<file path="src/rtl/bitonic_merge_pipe_if.sv">
// Handshake and lane bus for bitonic_merge_pipe.
// Tag lanes inidx/outidx exist only when BITONIC_MERGE_IDX_EN is defined.
interface bitonic_merge_pipe_if #(
    parameter int width = 8,
    parameter int LOG_N = 5
);
    localparam int N = 1 << LOG_N;

    logic             in_valid;
    logic             in_ready;
    logic             in_dir;
    logic [width-1:0] indata [0:N-1];
    logic             out_valid;
    logic             out_ready;
    logic             out_dir;
    logic [width-1:0] outdata [0:N-1];
    logic             busy;
`ifdef BITONIC_MERGE_IDX_EN
    logic [LOG_N-1:0] inidx  [0:N-1];
    logic [LOG_N-1:0] outidx [0:N-1];
`endif

    modport master (
`ifdef BITONIC_MERGE_IDX_EN
        output inidx,
        input  outidx,
`endif
        output in_valid, in_dir, indata, out_ready,
        input  in_ready, out_valid, out_dir, outdata, busy
    );

    modport slave (
`ifdef BITONIC_MERGE_IDX_EN
        input  inidx,
        output outidx,
`endif
        input  in_valid, in_dir, indata, out_ready,
        output in_ready, out_valid, out_dir, outdata, busy
    );
endinterface

</file>
<file path="src/rtl/bitonic_merge_pipe.sv">
// Pipelined bitonic merge network: one compare-exchange rank per registered stage, valid/ready with bubble collapsing.
// Optional BITONIC_MERGE_IDX_EN: per-lane index tags travel with values and ties resolve by smaller tag (stable merge).
module bitonic_merge_pipe #(
    parameter int width = 8,
    parameter int LOG_N = 5
) (
    input  logic                 clk,
    input  logic                 rst,
    bitonic_merge_pipe_if.slave  bus
);
    localparam int N = 1 << LOG_N;

    logic [width-1:0] data_q  [0:LOG_N-1][0:N-1];
    logic [width-1:0] stg_in  [0:LOG_N-1][0:N-1];
    logic [width-1:0] stg_out [0:LOG_N-1][0:N-1];
    logic [LOG_N-1:0] v_q;
    logic [LOG_N-1:0] dir_q;
    logic [LOG_N-1:0] vin;
    logic [LOG_N-1:0] dir_in;
    logic [LOG_N:0]   en;
`ifdef BITONIC_MERGE_IDX_EN
    logic [LOG_N-1:0] idx_q   [0:LOG_N-1][0:N-1];
    logic [LOG_N-1:0] idx_in  [0:LOG_N-1][0:N-1];
    logic [LOG_N-1:0] idx_out [0:LOG_N-1][0:N-1];
`endif

    // A stage may load when it is empty or its contents move on this cycle.
    always_comb begin
        en        = '0;
        en[LOG_N] = bus.out_ready;
        for (int s = LOG_N - 1; s >= 0; s--) begin
            en[s] = ~v_q[s] | en[s+1];
        end
    end

    always_comb begin
        vin[0]    = bus.in_valid;
        dir_in[0] = bus.in_dir;
        for (int k = 0; k < N; k++) begin
            stg_in[0][k] = bus.indata[k];
`ifdef BITONIC_MERGE_IDX_EN
            idx_in[0][k] = bus.inidx[k];
`endif
        end
        for (int s = 1; s < LOG_N; s++) begin
            vin[s]    = v_q[s-1];
            dir_in[s] = dir_q[s-1];
            for (int k = 0; k < N; k++) begin
                stg_in[s][k] = data_q[s-1][k];
`ifdef BITONIC_MERGE_IDX_EN
                idx_in[s][k] = idx_q[s-1][k];
`endif
            end
        end
    end

    // Pair index i is built from j by inserting a zero at bit position log2(d).
    always_comb begin
        int   d;
        int   i;
        logic swap;
        d    = 0;
        i    = 0;
        swap = 1'b0;
        for (int s = 0; s < LOG_N; s++) begin
            for (int k = 0; k < N; k++) begin
                stg_out[s][k] = stg_in[s][k];
`ifdef BITONIC_MERGE_IDX_EN
                idx_out[s][k] = idx_in[s][k];
`endif
            end
        end
        for (int s = 0; s < LOG_N; s++) begin
            d = N >> (s + 1);
            for (int j = 0; j < N / 2; j++) begin
                i    = ((j & ~(d - 1)) << 1) | (j & (d - 1));
                swap = dir_in[s] ? (stg_in[s][i] > stg_in[s][i+d])
                                 : (stg_in[s][i] < stg_in[s][i+d]);
`ifdef BITONIC_MERGE_IDX_EN
                if ((stg_in[s][i] == stg_in[s][i+d]) && (idx_in[s][i] > idx_in[s][i+d]))
                    swap = 1'b1;
`endif
                if (swap) begin
                    stg_out[s][i]   = stg_in[s][i+d];
                    stg_out[s][i+d] = stg_in[s][i];
`ifdef BITONIC_MERGE_IDX_EN
                    idx_out[s][i]   = idx_in[s][i+d];
                    idx_out[s][i+d] = idx_in[s][i];
`endif
                end
            end
        end
    end

    always_ff @(posedge clk or negedge rst) begin
        if (!rst) begin
            v_q   <= '0;
            dir_q <= '0;
            for (int s = 0; s < LOG_N; s++) begin
                for (int k = 0; k < N; k++) begin
                    data_q[s][k] <= '0;
`ifdef BITONIC_MERGE_IDX_EN
                    idx_q[s][k]  <= '0;
`endif
                end
            end
        end else begin
            for (int s = 0; s < LOG_N; s++) begin
                if (en[s]) begin
                    v_q[s] <= vin[s];
                    if (vin[s]) begin
                        dir_q[s] <= dir_in[s];
                        for (int k = 0; k < N; k++) begin
                            data_q[s][k] <= stg_out[s][k];
`ifdef BITONIC_MERGE_IDX_EN
                            idx_q[s][k]  <= idx_out[s][k];
`endif
                        end
                    end
                end
            end
        end
    end

    assign bus.in_ready  = en[0];
    assign bus.out_valid = v_q[LOG_N-1];
    assign bus.out_dir   = dir_q[LOG_N-1];
    assign bus.busy      = |v_q;

    always_comb begin
        for (int k = 0; k < N; k++) begin
            bus.outdata[k] = data_q[LOG_N-1][k];
`ifdef BITONIC_MERGE_IDX_EN
            bus.outidx[k]  = idx_q[LOG_N-1][k];
`endif
        end
    end
endmodule

</file>
<file path="src/flat_wrapper.sv">
// flat-port wrapper written by rule: the top's interface ports become plain ports
module bitonic_merge_pipe_flat 
#(
    parameter int width = 8,
    parameter int LOG_N = 5
)
  (clk, rst, bus_in_valid, bus_in_dir, bus_indata, bus_out_ready, bus_in_ready, bus_out_valid, bus_out_dir, bus_outdata, bus_busy);
  bitonic_merge_pipe_if #(.width(width), .LOG_N(LOG_N)) bus_i ();
  input  logic clk;
  input  logic rst;
  input wire logic [$bits(bus_i.in_valid)-1:0] bus_in_valid;
  input wire logic [$bits(bus_i.in_dir)-1:0] bus_in_dir;
  input wire logic [$bits(bus_i.indata)-1:0] bus_indata;
  input wire logic [$bits(bus_i.out_ready)-1:0] bus_out_ready;
  output wire logic [$bits(bus_i.in_ready)-1:0] bus_in_ready;
  output wire logic [$bits(bus_i.out_valid)-1:0] bus_out_valid;
  output wire logic [$bits(bus_i.out_dir)-1:0] bus_out_dir;
  output wire logic [$bits(bus_i.outdata)-1:0] bus_outdata;
  output wire logic [$bits(bus_i.busy)-1:0] bus_busy;
  assign bus_i.in_valid = bus_in_valid;
  assign bus_i.in_dir = bus_in_dir;
  assign bus_i.indata = {>>{bus_indata}};
  assign bus_i.out_ready = bus_out_ready;
  assign bus_in_ready = bus_i.in_ready;
  assign bus_out_valid = bus_i.out_valid;
  assign bus_out_dir = bus_i.out_dir;
  assign bus_outdata = {>>{bus_i.outdata}};
  assign bus_busy = bus_i.busy;
  bitonic_merge_pipe #(.width(width), .LOG_N(LOG_N)) u_core (.clk(clk), .rst(rst), .bus(bus_i));
endmodule
</file>
<file path="config.mk">
export PLATFORM = sky130hd
export DESIGN_NAME = bitonic_merge_pipe_flat
export DESIGN_NICKNAME = d
export VERILOG_FILES = /design/src/rtl/bitonic_merge_pipe_if.sv /design/src/rtl/bitonic_merge_pipe.sv /design/src/flat_wrapper.sv
export SDC_FILE = /design/constraint.sdc
export NUM_CORES = 2
export LEC_CHECK = 0
export CAP_MARGIN = 15
export CORE_MARGIN = 5
export CORE_UTILIZATION = 61
export CTS_BUF_LIST = sky130_fd_sc_hd__clkbuf_4 sky130_fd_sc_hd__clkbuf_8 sky130_fd_sc_hd__clkbuf_16
export CTS_CLUSTER_SIZE = 14
export DETAILED_ROUTE_END_ITERATION = 10
export PLACE_DENSITY = 0.92
export REMOVE_ABC_BUFFERS = 1
export SLEW_MARGIN = 20
export SYNTH_ARGS = -nofsm -noshare
export SYNTH_HDL_FRONTEND = slang
export SYNTH_SLANG_ARGS = --single-unit
export TNS_END_PERCENT = 5
</file>
<file path="constraint.sdc">
create_clock -name clk -period 2.7 [get_ports clk]
set_input_delay 0.54 -clock clk [delete_from_list [all_inputs] [get_ports clk]]
set_output_delay 0.54 -clock clk [all_outputs]
set_load 0.005 [all_outputs]
</file>
# ---- Yosys cells after proc, flatten, opt, wreduce, memory -nomap -nowiden
# Cells that the tools add are included.
dict set report totals {
  in_bits 261
  latch_bits 0
  register_bits 1290
  n_memories 0
  mem_bits_ro 0
  ram_bits 0
  out_inout_bits 260
  elab_cells 570
}
dict set report classes {
  n_eq_ne 0
  order_cmp 160
  bitwise_logic 10
  addsub 0
  shift 0
  n_mux 224
  n_mul 0
  n_reduce_logical 6
  n_div 0
}
# op count
set ops {}
lappend ops {{$mux 8} 128}
lappend ops {{$gt 8x8->1} 80}
lappend ops {{$lt 8x8->1} 80}
lappend ops {{$mux 16} 16}
lappend ops {{$mux 1} 80}
lappend ops {{$reduce_and 2->1} 5}
lappend ops {{$not 1->1} 5}
lappend ops {{$or 1x1->1} 5}
lappend ops {{$reduce_or 5->1} 1}

# ---- Logic depth before layout (Yosys ltp)
dict set report logic_depth {
  ltp_word 7
  mapped_depth 11
  mapped_depth_nobuf 8
}

# ---- Least setup slack after synthesis
# No wires, ideal clock.
dict set report synth_timing {
  path_kind {input-to-reg}
  start {input bus_indata[113]}
  end {register u_core.data_q[1136] (netlist bit)}
  setup_ns 0.120
  n_path_buf 1
  required_time_ns 2.580
  t_arrival_ns 2.095
  setup_slack_ns 0.485
  cell_stages 9
  cell_sequence {inv_1 ha_1 nor2b_1 o211ai_1 a21o_1 a221oi_1 clkbuf_1 mux2i_1 nand2_1}
}
dict set report synth_between {
  elab_chain_cells 3
  word_cells_on_any_way 4
  classes_between {order compare: 2; mux: 2}
}
# item line_no
set synth_rtl {}
lappend synth_rtl {{from (decl)} flat_wrapper.sv:13} ;# input wire logic [$bits(bus_i.indata)-1:0] bus_indata;
lappend synth_rtl {{$lt 8x8->1 or $gt 8x8->1 (tied branches)} {bitonic_merge_pipe.sv:78, bitonic_merge_pipe.sv:77}}
lappend synth_rtl {{$mux 1 (*)} bitonic_merge_pipe.sv:77} ;# swap = dir_in[s] ? (stg_in[s][i] > stg_in[s][i+d])
lappend synth_rtl {{$mux 8 (*)} bitonic_merge_pipe.sv:83} ;# if (swap) begin
lappend synth_rtl {{to (signal, indexed assignment)} bitonic_merge_pipe.sv:114} ;# data_q[s][k] <= stg_out[s][k];
lappend synth_rtl {{to (decl)} bitonic_merge_pipe.sv:13} ;# logic [width-1:0] data_q [0:LOG_N-1][0:N-1];
# Every way passes the cells marked *; elsewhere a longest branch is shown, timed or not.
# A chain may end at the register's enable or synchronous reset.

# ---- Final worst setup path
dict set report layout_timing {
  start {register u_core.data_q[831] (netlist bit)}
  end {register u_core.data_q[571] (netlist bit)}
}
dict set report layout_between {
  elab_chain_cells 3
  word_cells_on_any_way 4
  classes_between {order compare: 2; mux: 2}
}
# item line_no
set layout_rtl {}
lappend layout_rtl {{$lt 8x8->1 or $gt 8x8->1 (tied branches)} {bitonic_merge_pipe.sv:78, bitonic_merge_pipe.sv:77}}
lappend layout_rtl {{$mux 1 (*)} bitonic_merge_pipe.sv:77}
lappend layout_rtl {{$mux 8 (*)} bitonic_merge_pipe.sv:83}
# Marked as above.

==> impl_results.md <==
- WHS: ~0.22 ns
- Syn_area_per_cell: between 8 and 9 sq um
- Delay-heaviest family, CP: compound AO/OA/AOI/OAI gates
- Failing checks: negative setup slack
- Post-Route WL: between 200,000 and 300,000 um
- Hold Startpoint: bus_in_valid
- CTS Buffer Depth: 3
- Peak VDD IR: roughly 0.74 mV
- Initial Util: 0.6141
- GR Util All Layers: 0.3904
- CTS tree: yes
- Synthesis-stage register bit count: between 1,000 and 1,500
- Sequential standard cell area: approximately 0.032 sq mm
- Outcome: finished with violations
- TritonCTS Sinks: 1,290
- Final worst slack: -0.1734 ns
- Part of the cycle the worst path needs: 1.064
- Boundary pin count: 521
- First-pass DRT Iterations: 10
- Top_reg_cell synth: dfrtp_1
- Crit Reg-Reg Endpoint: u_core.data_q[571]
- Final Critical Period: ~2.9 ns
- Peak fanout along the critical path: 16
- Buffers on Ports: 520
- Reg2reg path depth: 7
- CP peak stage delay: 0.91 ns
- Sequential fraction of the synthesis area: 0.3767
- Width of the die: approximately 380 um
- Synth unique cells: 44
- Multi-input gate area: approximately 0.046 sq mm
- # DRC: 0
- Worst r2r src: u_core.data_q[831]
- Worst setup EP type: register
- Via count: 81,400
- WL per Instance: about 24 um
- Vias in the first global route: 79,778
- Pins Over Slew Limit: 0
- CTS Buf Count: between 100 and 150
- Max-Cap Viols: 0
- Site row count: between 100 and 150
- Max Fclk: between 300 and 400 MHz
- Core area: around 0.14 sq mm
- CP Launch Type: register
- Pwr dens: 1156 mW/mm^2
- First-pass GRT wire length: 456,800 um
- Slew @ Worst Pin: between 1 and 1.5 ns
- Final nets: 11,096
- Final Hold Fails: 0
- # setup viols final: slightly above 40
- Worst-case clock skew: 0.03343 ns
- Largest net degree at the start of global routing: roughly 210
- Final Wtd Congestion: 1.009
- Global route overflow: 0
- Most common cell after layout, fill and taps aside: nand2_1
- Most frequent cells in the layout: nand2_1 (1,494), dfrtp_1 (1,276), nand3_1 (1,016)
- Hold path cells: 3
- Initial DRC count: between 10,000 and 15,000
- Die H: between 300 and 400 um
- Worst slew margin: 0.2271
- Clk_lat worst skew: 0.80 ns
- Vias per cell: 6.681
- Final HPWL DP: between 200,000 and 250,000 um
- CTS HTree Levels: 4
- Critical path's slowest cell: a221oi_4
- Cell Area, Synth: 0.08569 sq mm
- Post-synth EDFFs: 0
- Bufs and invs on worst path: 0
- Fill cells: approximately 9,000
- Unrepaired setup endpoints after global routing: yes
- Die area: between 0.1 and 0.15 sq mm
- Share of cells above drive strength 1: 0.1593
- Critical-path cell list: ha_1 -> nand4_1 -> nor2_1 -> nor2_1 -> a221oi_4 -> mux2i_1 -> a21o_1
- Initial antenna violation count: 8
- Hold WC Path Type: in2reg
- Cell count after synthesis: 9,533
- Root buffer cell: clkbuf_16
- Antenna Nets Post-Route: 0
- Fin util: 0.7306
- Hold endpoint: u_core.data_q[1074]
- Clk slew on worst S/H paths: about 0.060 ns
- Synth warn: 0
- Worst reg2reg setup slack: -0.17 ns
- Asr flop ratio synth: 1.000
- Critical path data arrival time: 3.54 ns
- Lkg Pwr: about 0.053 uW
- Layout area overhead: 18.97%
- Critical Path RT: between 3 and 4 ns
- Most frequent CP cell: nor2_1
- Critical path class: reg2reg
==> final cells by class <==
cell class	count	area share
Timing Repair Buffer	1470	0.1347
Inverter	704	0.02600
Multi-Input combinational cell	6588	0.4519
Antenna cell	6	0.0001473
Tap cell	1876	0.02303
Clock inverter	52	0.006248
Clock buffer	198	0.04103
Sequential cell	1290	0.3169
==> where the power goes <==
part	internal, uW	leakage, uW	switching [uW]
Combinational	28400	0.0339	34200
Sequential	26500	0.0164	8370
Clock	12000	0.00240	8400
Total	66900	0.0527	51000
==> Yosys cell counts (11+ instances only) <==
cell type	instances	area, sq um
a211o_1	36	315.3
a21o_1	570	4279
a21oi_1	262	1311
a21oi_2	14	122.6
a221oi_1	15	131.4
a221oi_4	29	762.0
a41oi_1	44	385.4
and3_1	151	944.7
buf_1	57	214.0
buf_2	181	905.9
buf_4	278	2087
buf_6	22	247.7
clkbuf_1	402	1509
dfrtp_1	1290	32280
ha_1	640	8008
inv_1	701	2631
mux2_2	258	2905
mux2i_1	556	5565
nand2_1	1500	5630
nand3_1	1016	5085
nand4_1	523	3272
nor2_1	141	529.3
nor2b_1	64	400.4
o211a_1	20	200.2
o211ai_1	318	2387
o21ai_0	70	350.3
o21ai_1	24	120.1
o311ai_0	166	1454
o311ai_1	77	674.4
or2_2	16	100.1
or3b_1	33	289.0
or3b_2	11	96.34
==> sequential cells by signal, summed over array words and instances (netlist names) <==
| signal | flops |
|---|---|
| u_core.data_q | 1024 |
| u_core.v_q | 5 |
| u_core.dir_q | 5 |
| u_core.bus.outdata | 256 |
==> layer usage <==
layer | wire length [um] | up-vias | GRT usage
li1 | - | 35211 | -
met2 | 130700 | 5303 | 0.6020
met1 | 107800 | 39540 | 0.4944
met3 | 38270 | 1342 | 0.1191
met5 | 25 | - | 0
met4 | 20380 | 4 | 0.2095
==> repair_timing <==
| item | in CTS | in global routing |
|---|---|---|
| setup endpoints to repair | 51 | 208 |
| resized for setup | 14 | 50 |
| hold buffers | 1 | 0 |
| pin swaps | 8 | 13 |
| buffers inserted | 7 | 7 |
| hold endpoints to repair | 39 | 0 |
==> logic make-up (layout without fill, tap and decap cells) <==
group                      count (synthesis)  in the layout  share of synthesized area
muxes                                    814            814                    0.09886
other                                      0              6                          0
buffers and inverters                   1655           2424                    0.09090
AOI/OAI and AO/OA                       1657           1657                     0.1476
and+or+nand+nor                         3477           3477                     0.1924
adders and majority gates                640            640                    0.09345
DFF                                     1290           1290                     0.3767
==> worst min-delay path, cell delays in order <==
cell and delay, ns:
buf_8 0.18, nand3_1 0.14, o211ai_1 0.08
==> worst max-delay path by stage <==
stage	start	end	slack [ns]	depth (start not counted)
finish	u_core.data_q[831]	u_core.data_q[571]	-0.17	7
floorplan	u_core.v_q[3]	u_core.data_q[1249]	-26.28	5
global route	u_core.data_q[831]	u_core.data_q[536]	-0.24	7
global placement	bus_indata[30]	u_core.data_q[1050]	-0.43	10
detailed placement	bus_indata[30]	u_core.data_q[1050]	-0.49	10
CTS	u_core.data_q[849]	u_core.data_q[629]	-0.09	8
==> metrics by stage <==
stage               power [uW]  setup TNS (ns)  setup WS [ns]  cells  area [sq um]
floorplan                69480               -         -26.28   8582         80550
global placement         89970          -72.69        -0.4253  11913         96630
detailed placement       93330         -131.35        -0.4876  11913         96630
CTS                     114600          -1.444       -0.09045  12171        101600
global route            123700          -7.933        -0.2369  12181        101900
finish                  117900          -2.311        -0.1734  12184        101900
No activity file was read; power rests on OpenSTA's default activity.
